### config.mk
export PLATFORM = sky130hd
export DESIGN_NAME = sl_rx_ctrl_flat
export DESIGN_NICKNAME = d
export VERILOG_FILES = /design/src/rtl/sl_rx_ctrl_if.sv /design/src/rtl/sl_rx_ctrl.sv /design/src/flat_wrapper.sv
export SDC_FILE = /design/constraint.sdc
export NUM_CORES = 1
export LEC_CHECK = 0
export ABC_CLOCK_PERIOD_IN_PS = 3550
export BUFFER_PORTS_ARGS = -buffer_cell sky130_fd_sc_hd__buf_2
export CAP_MARGIN = 10
export CELL_PAD_IN_SITES_DETAIL_PLACEMENT = 1
export CELL_PAD_IN_SITES_GLOBAL_PLACEMENT = 1
export CORE_ASPECT_RATIO = 1.1
export CORE_MARGIN = 1.5
export CORE_UTILIZATION = 45
export CTS_CLUSTER_DIAMETER = 120
export CTS_CLUSTER_SIZE = 12
export DETAILED_ROUTE_END_ITERATION = 8
export MAX_ROUTING_LAYER = met4
export PLACE_DENSITY = 0.9
export SLEW_MARGIN = 10
export SYNTH_ARGS = -nofsm -noshare
export SYNTH_HDL_FRONTEND = slang
export SYNTH_SLANG_ARGS = --single-unit
### constraint.sdc
create_clock -name clk -period 3.55 [get_ports clk]
set_clock_uncertainty 0.1 [all_clocks]
set_input_delay 0.71 -clock clk [delete_from_list [all_inputs] [get_ports clk]]
set_output_delay 0.71 -clock clk [all_outputs]
set_load 0.03 [all_outputs]
### src/rtl/sl_rx_ctrl_if.sv
// CPU register port of the SL receiver controller: one-hot address, 1-cycle strobes,
// registered read data returned with a one-cycle valid pulse.
interface sl_rx_ctrl_if;
  logic [3:0]  addr;
  logic        wr_en;
  logic        rd_en;
  logic [31:0] wdata;
  logic [31:0] rdata;
  logic        rdata_valid;

  modport master (output addr, wr_en, rd_en, wdata, input rdata, rdata_valid);
  modport slave  (input addr, wr_en, rd_en, wdata, output rdata, rdata_valid);
endinterface

### src/rtl/sl_rx_ctrl.sv
// Host-side SL receiver controller: config ownership, received-word FIFO,
// sticky error flags, level/pulse interrupt and the CPU register port.
module sl_rx_ctrl #(
  parameter int          FIFO_DEPTH = 4,
  parameter logic [15:0] CFG_RESET  = 16'h0020
) (
  input  logic         clk,
  input  logic         rst,
  sl_rx_ctrl_if.slave  bus,
  input  logic [15:0]  rx_status_i,
  input  logic [31:0]  rx_data_i,
  output logic [15:0]  rx_config_o,
  output logic         irq_o
);
  localparam int PW = (FIFO_DEPTH > 1) ? $clog2(FIFO_DEPTH) : 1;
  localparam int CW = $clog2(FIFO_DEPTH + 1);
  localparam logic [3:0] A_CFG = 4'b0001, A_DRD = 4'b0100, A_STS = 4'b1000;

  typedef enum logic {IDLE, PULSE} irq_st_e;

  // sticky bit order: 0 OVF, 1 PERR, 2 LERR, 3 VERR, 4 UDF, 5 CERR
  logic [15:0]   stat_q, cfg_q;
  logic [31:0]   mem_q [FIFO_DEPTH];
  logic [PW-1:0] wp_q, rp_q;
  logic [CW-1:0] cnt_q, cnt_d;
  logic [5:0]    sticky_q, sticky_d, sticky_set;
  logic [31:0]   rdata_q, rd_val;
  logic          rvld_q;
  irq_st_e       st_q, st_d;
  logic          irq_q, irq_d;

  logic wrf_ev, lef_ev, push_req, pop_req, do_push, do_pop, empty, full;
  logic cfg_wr, cfg_ok, sts_rd, mode_chg, evt;
  logic [3:0] cnt4;

  assign empty    = (cnt_q == '0);
  assign full     = (cnt_q == CW'(FIFO_DEPTH));
  assign wrf_ev   = rx_status_i[3] & ~stat_q[3];
  assign lef_ev   = rx_status_i[5] & ~stat_q[5];
  assign push_req = wrf_ev & ~rx_status_i[4] & ~rx_status_i[0];
  assign pop_req  = bus.rd_en & (bus.addr == A_DRD);
  assign do_pop   = pop_req & ~empty;
  // a pop in the same cycle frees the slot, so a full FIFO still accepts the word
  assign do_push  = push_req & (~full | do_pop);
  assign sts_rd   = bus.rd_en & (bus.addr == A_STS);
  assign cfg_wr   = bus.wr_en & (bus.addr == A_CFG);
  assign cfg_ok   = cfg_wr & ~stat_q[1];
  assign mode_chg = cfg_ok & (bus.wdata[8] != cfg_q[8]);
  assign cnt4     = 4'(cnt_q);

  assign sticky_set = {cfg_wr & stat_q[1],
                       pop_req & empty,
                       lef_ev,
                       wrf_ev & rx_status_i[0],
                       wrf_ev & rx_status_i[4],
                       push_req & full & ~do_pop};
  assign sticky_d = (sts_rd ? 6'h0 : sticky_q) | sticky_set;
  assign evt      = do_push | (|sticky_set);

  always_comb begin
    cnt_d = cnt_q;
    if (do_push && !do_pop)      cnt_d = cnt_q + CW'(1);
    else if (do_pop && !do_push) cnt_d = cnt_q - CW'(1);
  end

  always_comb begin
    rd_val = 32'h0;
    unique case (bus.addr)
      A_CFG:   rd_val = {16'h0, cfg_q};
      A_DRD:   rd_val = empty ? 32'h0 : mem_q[rp_q];
      A_STS:   rd_val = {19'h0, sticky_q[5], cnt4, sticky_q[4], stat_q[1],
                         sticky_q[3:0], full, empty};
      default: rd_val = 32'h0;
    endcase
  end

  always_comb begin
    st_d  = IDLE;
    irq_d = 1'b0;
    if (!mode_chg) begin
      if (cfg_q[8]) begin
        if (evt) st_d = PULSE;
        irq_d = (st_d == PULSE);
      end else begin
        irq_d = ~empty | (|sticky_q);
      end
    end
  end

  always_ff @(posedge clk) begin
    if (rst) begin
      stat_q   <= '0;
      cfg_q    <= CFG_RESET;
      wp_q     <= '0;
      rp_q     <= '0;
      cnt_q    <= '0;
      sticky_q <= '0;
      rdata_q  <= '0;
      rvld_q   <= 1'b0;
      st_q     <= IDLE;
      irq_q    <= 1'b0;
    end else begin
      stat_q   <= rx_status_i;
      if (cfg_ok) cfg_q <= bus.wdata[15:0];
      if (do_push) wp_q <= wp_q + PW'(1);
      if (do_pop)  rp_q <= rp_q + PW'(1);
      cnt_q    <= cnt_d;
      sticky_q <= sticky_d;
      rvld_q   <= bus.rd_en;
      if (bus.rd_en) rdata_q <= rd_val;
      st_q     <= st_d;
      irq_q    <= irq_d;
    end
  end

  always_ff @(posedge clk) begin
    if (do_push) mem_q[wp_q] <= rx_data_i;
  end

  logic unused_bits;
  assign unused_bits = ^{stat_q[15:6], stat_q[4], stat_q[2], stat_q[0], bus.wdata[31:16], st_q};

  assign bus.rdata       = rdata_q;
  assign bus.rdata_valid = rvld_q;
  assign rx_config_o     = cfg_q;
  assign irq_o           = irq_q;
endmodule

### src/flat_wrapper.sv
// flat-port wrapper written by rule: the top's interface ports become plain ports
module sl_rx_ctrl_flat 
#(
  parameter int          FIFO_DEPTH = 4,
  parameter logic [15:0] CFG_RESET  = 16'h0020
)
  (clk, rst, rx_status_i, rx_data_i, rx_config_o, irq_o, bus_addr, bus_wr_en, bus_rd_en, bus_wdata, bus_rdata, bus_rdata_valid);
  sl_rx_ctrl_if bus_i ();
  input  logic clk;
  input  logic rst;
  input  logic [15:0] rx_status_i;
  input  logic [31:0] rx_data_i;
  output logic [15:0] rx_config_o;
  output logic irq_o;
  input wire logic [$bits(bus_i.addr)-1:0] bus_addr;
  input wire logic [$bits(bus_i.wr_en)-1:0] bus_wr_en;
  input wire logic [$bits(bus_i.rd_en)-1:0] bus_rd_en;
  input wire logic [$bits(bus_i.wdata)-1:0] bus_wdata;
  output wire logic [$bits(bus_i.rdata)-1:0] bus_rdata;
  output wire logic [$bits(bus_i.rdata_valid)-1:0] bus_rdata_valid;
  assign bus_i.addr = bus_addr;
  assign bus_i.wr_en = bus_wr_en;
  assign bus_i.rd_en = bus_rd_en;
  assign bus_i.wdata = bus_wdata;
  assign bus_rdata = bus_i.rdata;
  assign bus_rdata_valid = bus_i.rdata_valid;
  sl_rx_ctrl #(.FIFO_DEPTH(FIFO_DEPTH), .CFG_RESET(CFG_RESET)) u_core (.clk(clk), .rst(rst), .bus(bus_i), .rx_status_i(rx_status_i), .rx_data_i(rx_data_i), .rx_config_o(rx_config_o), .irq_o(irq_o));
endmodule
==> impl_metrics.yaml <==
routing:
  drt-wirelength-per-cell_um: 21.4
  viasPerCell: 5.59
  drc_errors: 0
  drt-pass1-iter-count: 5
  vias: 4614
  wirelength_mm: 17.6
  dr.first_iter.drc_count: 287
  ant_nets: 0
sta:
  slew_headroom_pct: 43.0
  worstMarginPinSlew_ps: 854
  period_share_pct: 84.4
  min_period_ps: 2990
  setup_tns_ps: 0
  setup_viol: 0
  fmax_ghz: 0.334
  rsz0062_at_grt: "no"
  slew_viol_final: 0
  hold_viol: 0
power_and_ir_drop:
  combPwrFrac_pct: 4.8
  power.switching_fraction_pct: 23.3
  p_leak_nw: 3.12
  pwr-share-seq_pct: 53.5
  ir_worst_vdd_mv: 0.374
  pwr-share-clk_pct: 41.7
  pwr_density_cell_nw_per_um2: 524
  power.internal_w: 0.00355
  switchingPower_w: 0.00108
run:
  drv_cap: 0
floorplanning:
  die_h_um: 137
  fp.coreArea_um2: 15900
  dieArea_um2: 17200
  io_pins: 138
  initial_utilization_pct: 46.5
  std_cell_rows: 48
  die_x_um: 125
synth:
  ys_types: 48
  synth_top_family_by_area: "multiplexers"
  synthAdderAreaFrac_pct: 1.12
  synth_edf_count: 128
  synth_compound_area_share_pct: 6.87
  synthSimpleGateAreaFrac_pct: 8.56
  syn_nets: 589
  async_reset_ff_share_pct: 0
  synth_xor_area_share_pct: 0.592
  ys_ff_latch: 196
  yosysSeqAreaShare_pct: 70.4
  syn_area_per_cell_um2: 14.9
  ys.flop_type: "edfxtp_1"
  synth_warnings: 0
  syn_inst: 495
  muxShareOfSynthArea_pct: 10.2
  netlist_area_um2: 7400
clocking:
  cts_hold_buf: 0
  htreeDepth: 4
  cts_setup_buffers: 0
  worstSkewPairLatency_ps: 420
  cts.clk_slew.worst_paths_ps: 80
  cts_buffer_depth: 2
  post_cts_resized: 0
  cts.sink_count: 196
  cts_root_buf: "clkbuf_16"
  cts_tree: "yes"
  cts_buffers: 17
placement:
  placed_cell_area_um2: 8230
  port_buffers: 110
  dp_cells: 793
  gp_congestion: 0.856
  dp_hpwl_mm: 12.0
worst_setup_path:
  required_ps: 3810
  crit_fanout: 4
  endpoint_kind: "flip-flop"
  crit_type: "input pin to flip-flop"
  cp-start-kind: "input pin"
  crit_arrival_ps: 3250
layout:
  multiInputGateArea_um2: 2030
  final_net_count: 706
  area_growth_pct: 19.5
  antenna_cells: 0
  fin_area_um2: 8840
  stdcell_count: 825
  nFillCells: 1539
  drive_above_1_share_pct: 32.0
  regArea_um2: 5210
grt:
  antenna_found_initial: 0
  grt_pass1_vias: 4996
  grt_pass1_wl_mm: 27.7
  grt_overflow: 0
  track_usage_pct: 21.9
  grt_max_degree: 44
status:
  status: "completed"
worst_hold_path:
  hp-class: "flip-flop to flip-flop"
==> layout by cell type, fill, tap and decap left out, drive strengths merged, types with 3 or more instances in the layout <==
master    n
a211oi   13
a21oi    36
a221oi   11
a22oi     7
and2      4
buf     127
clkbuf   17
clkinv    6
dfxtp    68
edfxtp  128
ha        5
inv      15
mux4     32
nand2    81
nor2     29
nor2b     5
nor3      3
xor2      3
==> area by class of cell <==
cell class              instances  share of cell area (%)
flip-flops and latches        196                    58.9
multi-input cells             263                    23.0
repair buffers                127                    8.10
clock buffers                  17                    4.81
well taps                     200                    2.83
clock inverters                15                    2.04
inverters                       7                   0.297
==> synthesized netlist by cell type, types with 2 or more instances <==
master	instances	area [um^2]
and2_1	4	25.0
xnor2_1	2	17.5
nor4_1	2	12.5
clkbuf_8	2	27.5
a211oi_1	13	97.6
a21oi_1	36	180
nand2_1	81	304
nor4b_1	2	17.5
xor2_1	3	26.3
nand3_1	2	10.0
o21ai_0	2	10.0
nor2b_1	5	31.3
buf_2	5	25.0
nor3_1	2	10.0
a221oi_1	11	96.3
dfxtp_1	68	1360
inv_1	6	22.5
clkbuf_1	20	75.1
a222oi_1	2	20.0
mux2i_1	2	20.0
a22oi_1	7	52.6
mux4_2	32	721
nor2_1	29	109
ha_1	5	62.6
nand2b_1	2	12.5
edfxtp_1	128	3840
==> worst paths after layout <==
check | cells after the start | to | slack (ps) | from
worst max-delay path | 10 | u_core.cnt_q[2]$_SDFFE_PP0P_ | 560 | bus_addr[1]
worst min-delay path | 2 | u_core.bus.rdata[20]$_SDFFE_PP0P_ | 370 | u_core.bus.rdata[20]$_SDFFE_PP0P_
worst min register to register | 2 | u_core.bus.rdata[20]$_SDFFE_PP0P_ | 370 | u_core.bus.rdata[20]$_SDFFE_PP0P_
worst max register to register | 9 | u_core.cnt_q[2]$_SDFFE_PP0P_ | 910 | u_core.stat_q[3]$_SDFF_PP0_
==> worst max-delay path: stages <==
cell	delay, ps
buf_2	130
or4b_1	590
o211a_1	260
nor2b_1	180
ha_1	220
inv_1	80
fa_1	430
xor2_1	170
or3_1	320
a21oi_1	160
==> sequential cells by signal, summed over array words and instances, names as in the netlist, named ones only <==
signal	count
u_core.stat_q	3
u_core.sticky_q	6
u_core.mem_q	128
u_core.cnt_q	3
u_core.rx_config_o	16
u_core.irq_o	1
u_core.bus.rdata	32
u_core.wp_q	2
u_core.bus.rdata_valid	1
u_core.rp_q	2
==> per-stage QoR <==
step | util, % | total power [W] | setup WS (ps) | hold WS (ps)
3_5_place_dp | 51.7 | 0.00275 | 114 | 353
4_1_cts | 55.5 | 0.00466 | 559 | 373
2_1_floorplan | - | 0.00264 | 349 | 349
5_1_grt | 55.5 | 0.00476 | 428 | 384
3_3_place_gp | 51.7 | 0.00273 | 273 | 351
6_report | 55.5 | 0.00463 | 555 | 373
==> cell families (layout without fill, tap and decap cells) <==
family                     count (synthesis)  in the layout
DFF                                      196            196
and+or+nand+nor                          141            141
AOI/OAI and AO/OA                         76             76
buffers and inverters                     36            166
muxes                                     35             35
adders and majority gates                  6              6
xor gates and xnor gates                   5              5
==> power groups by stage <==
stage / clock [W] / combinational (W) / sequential [W]
after floorplan: 0 / 0.0000931 / 0.00255
after CTS: 0.00196 / 0.000223 / 0.00248
after global routing: 0.00204 / 0.000240 / 0.00248
after global placement: 0 / 0.000204 / 0.00253
final: 0.00193 / 0.000221 / 0.00248
after detailed placement: 0 / 0.000220 / 0.00253
==> layer usage <==
metal  vias to the layer above  GRT usage (%)  wire length (um)
met2                       152           38.0              9350
met5                         -              -                 0
met3                        33           4.66               817
met4                         0           7.20               393
met1                      2323           25.7              7070
li1                       2106              -                 -
(Power assumes the default switching activity.)
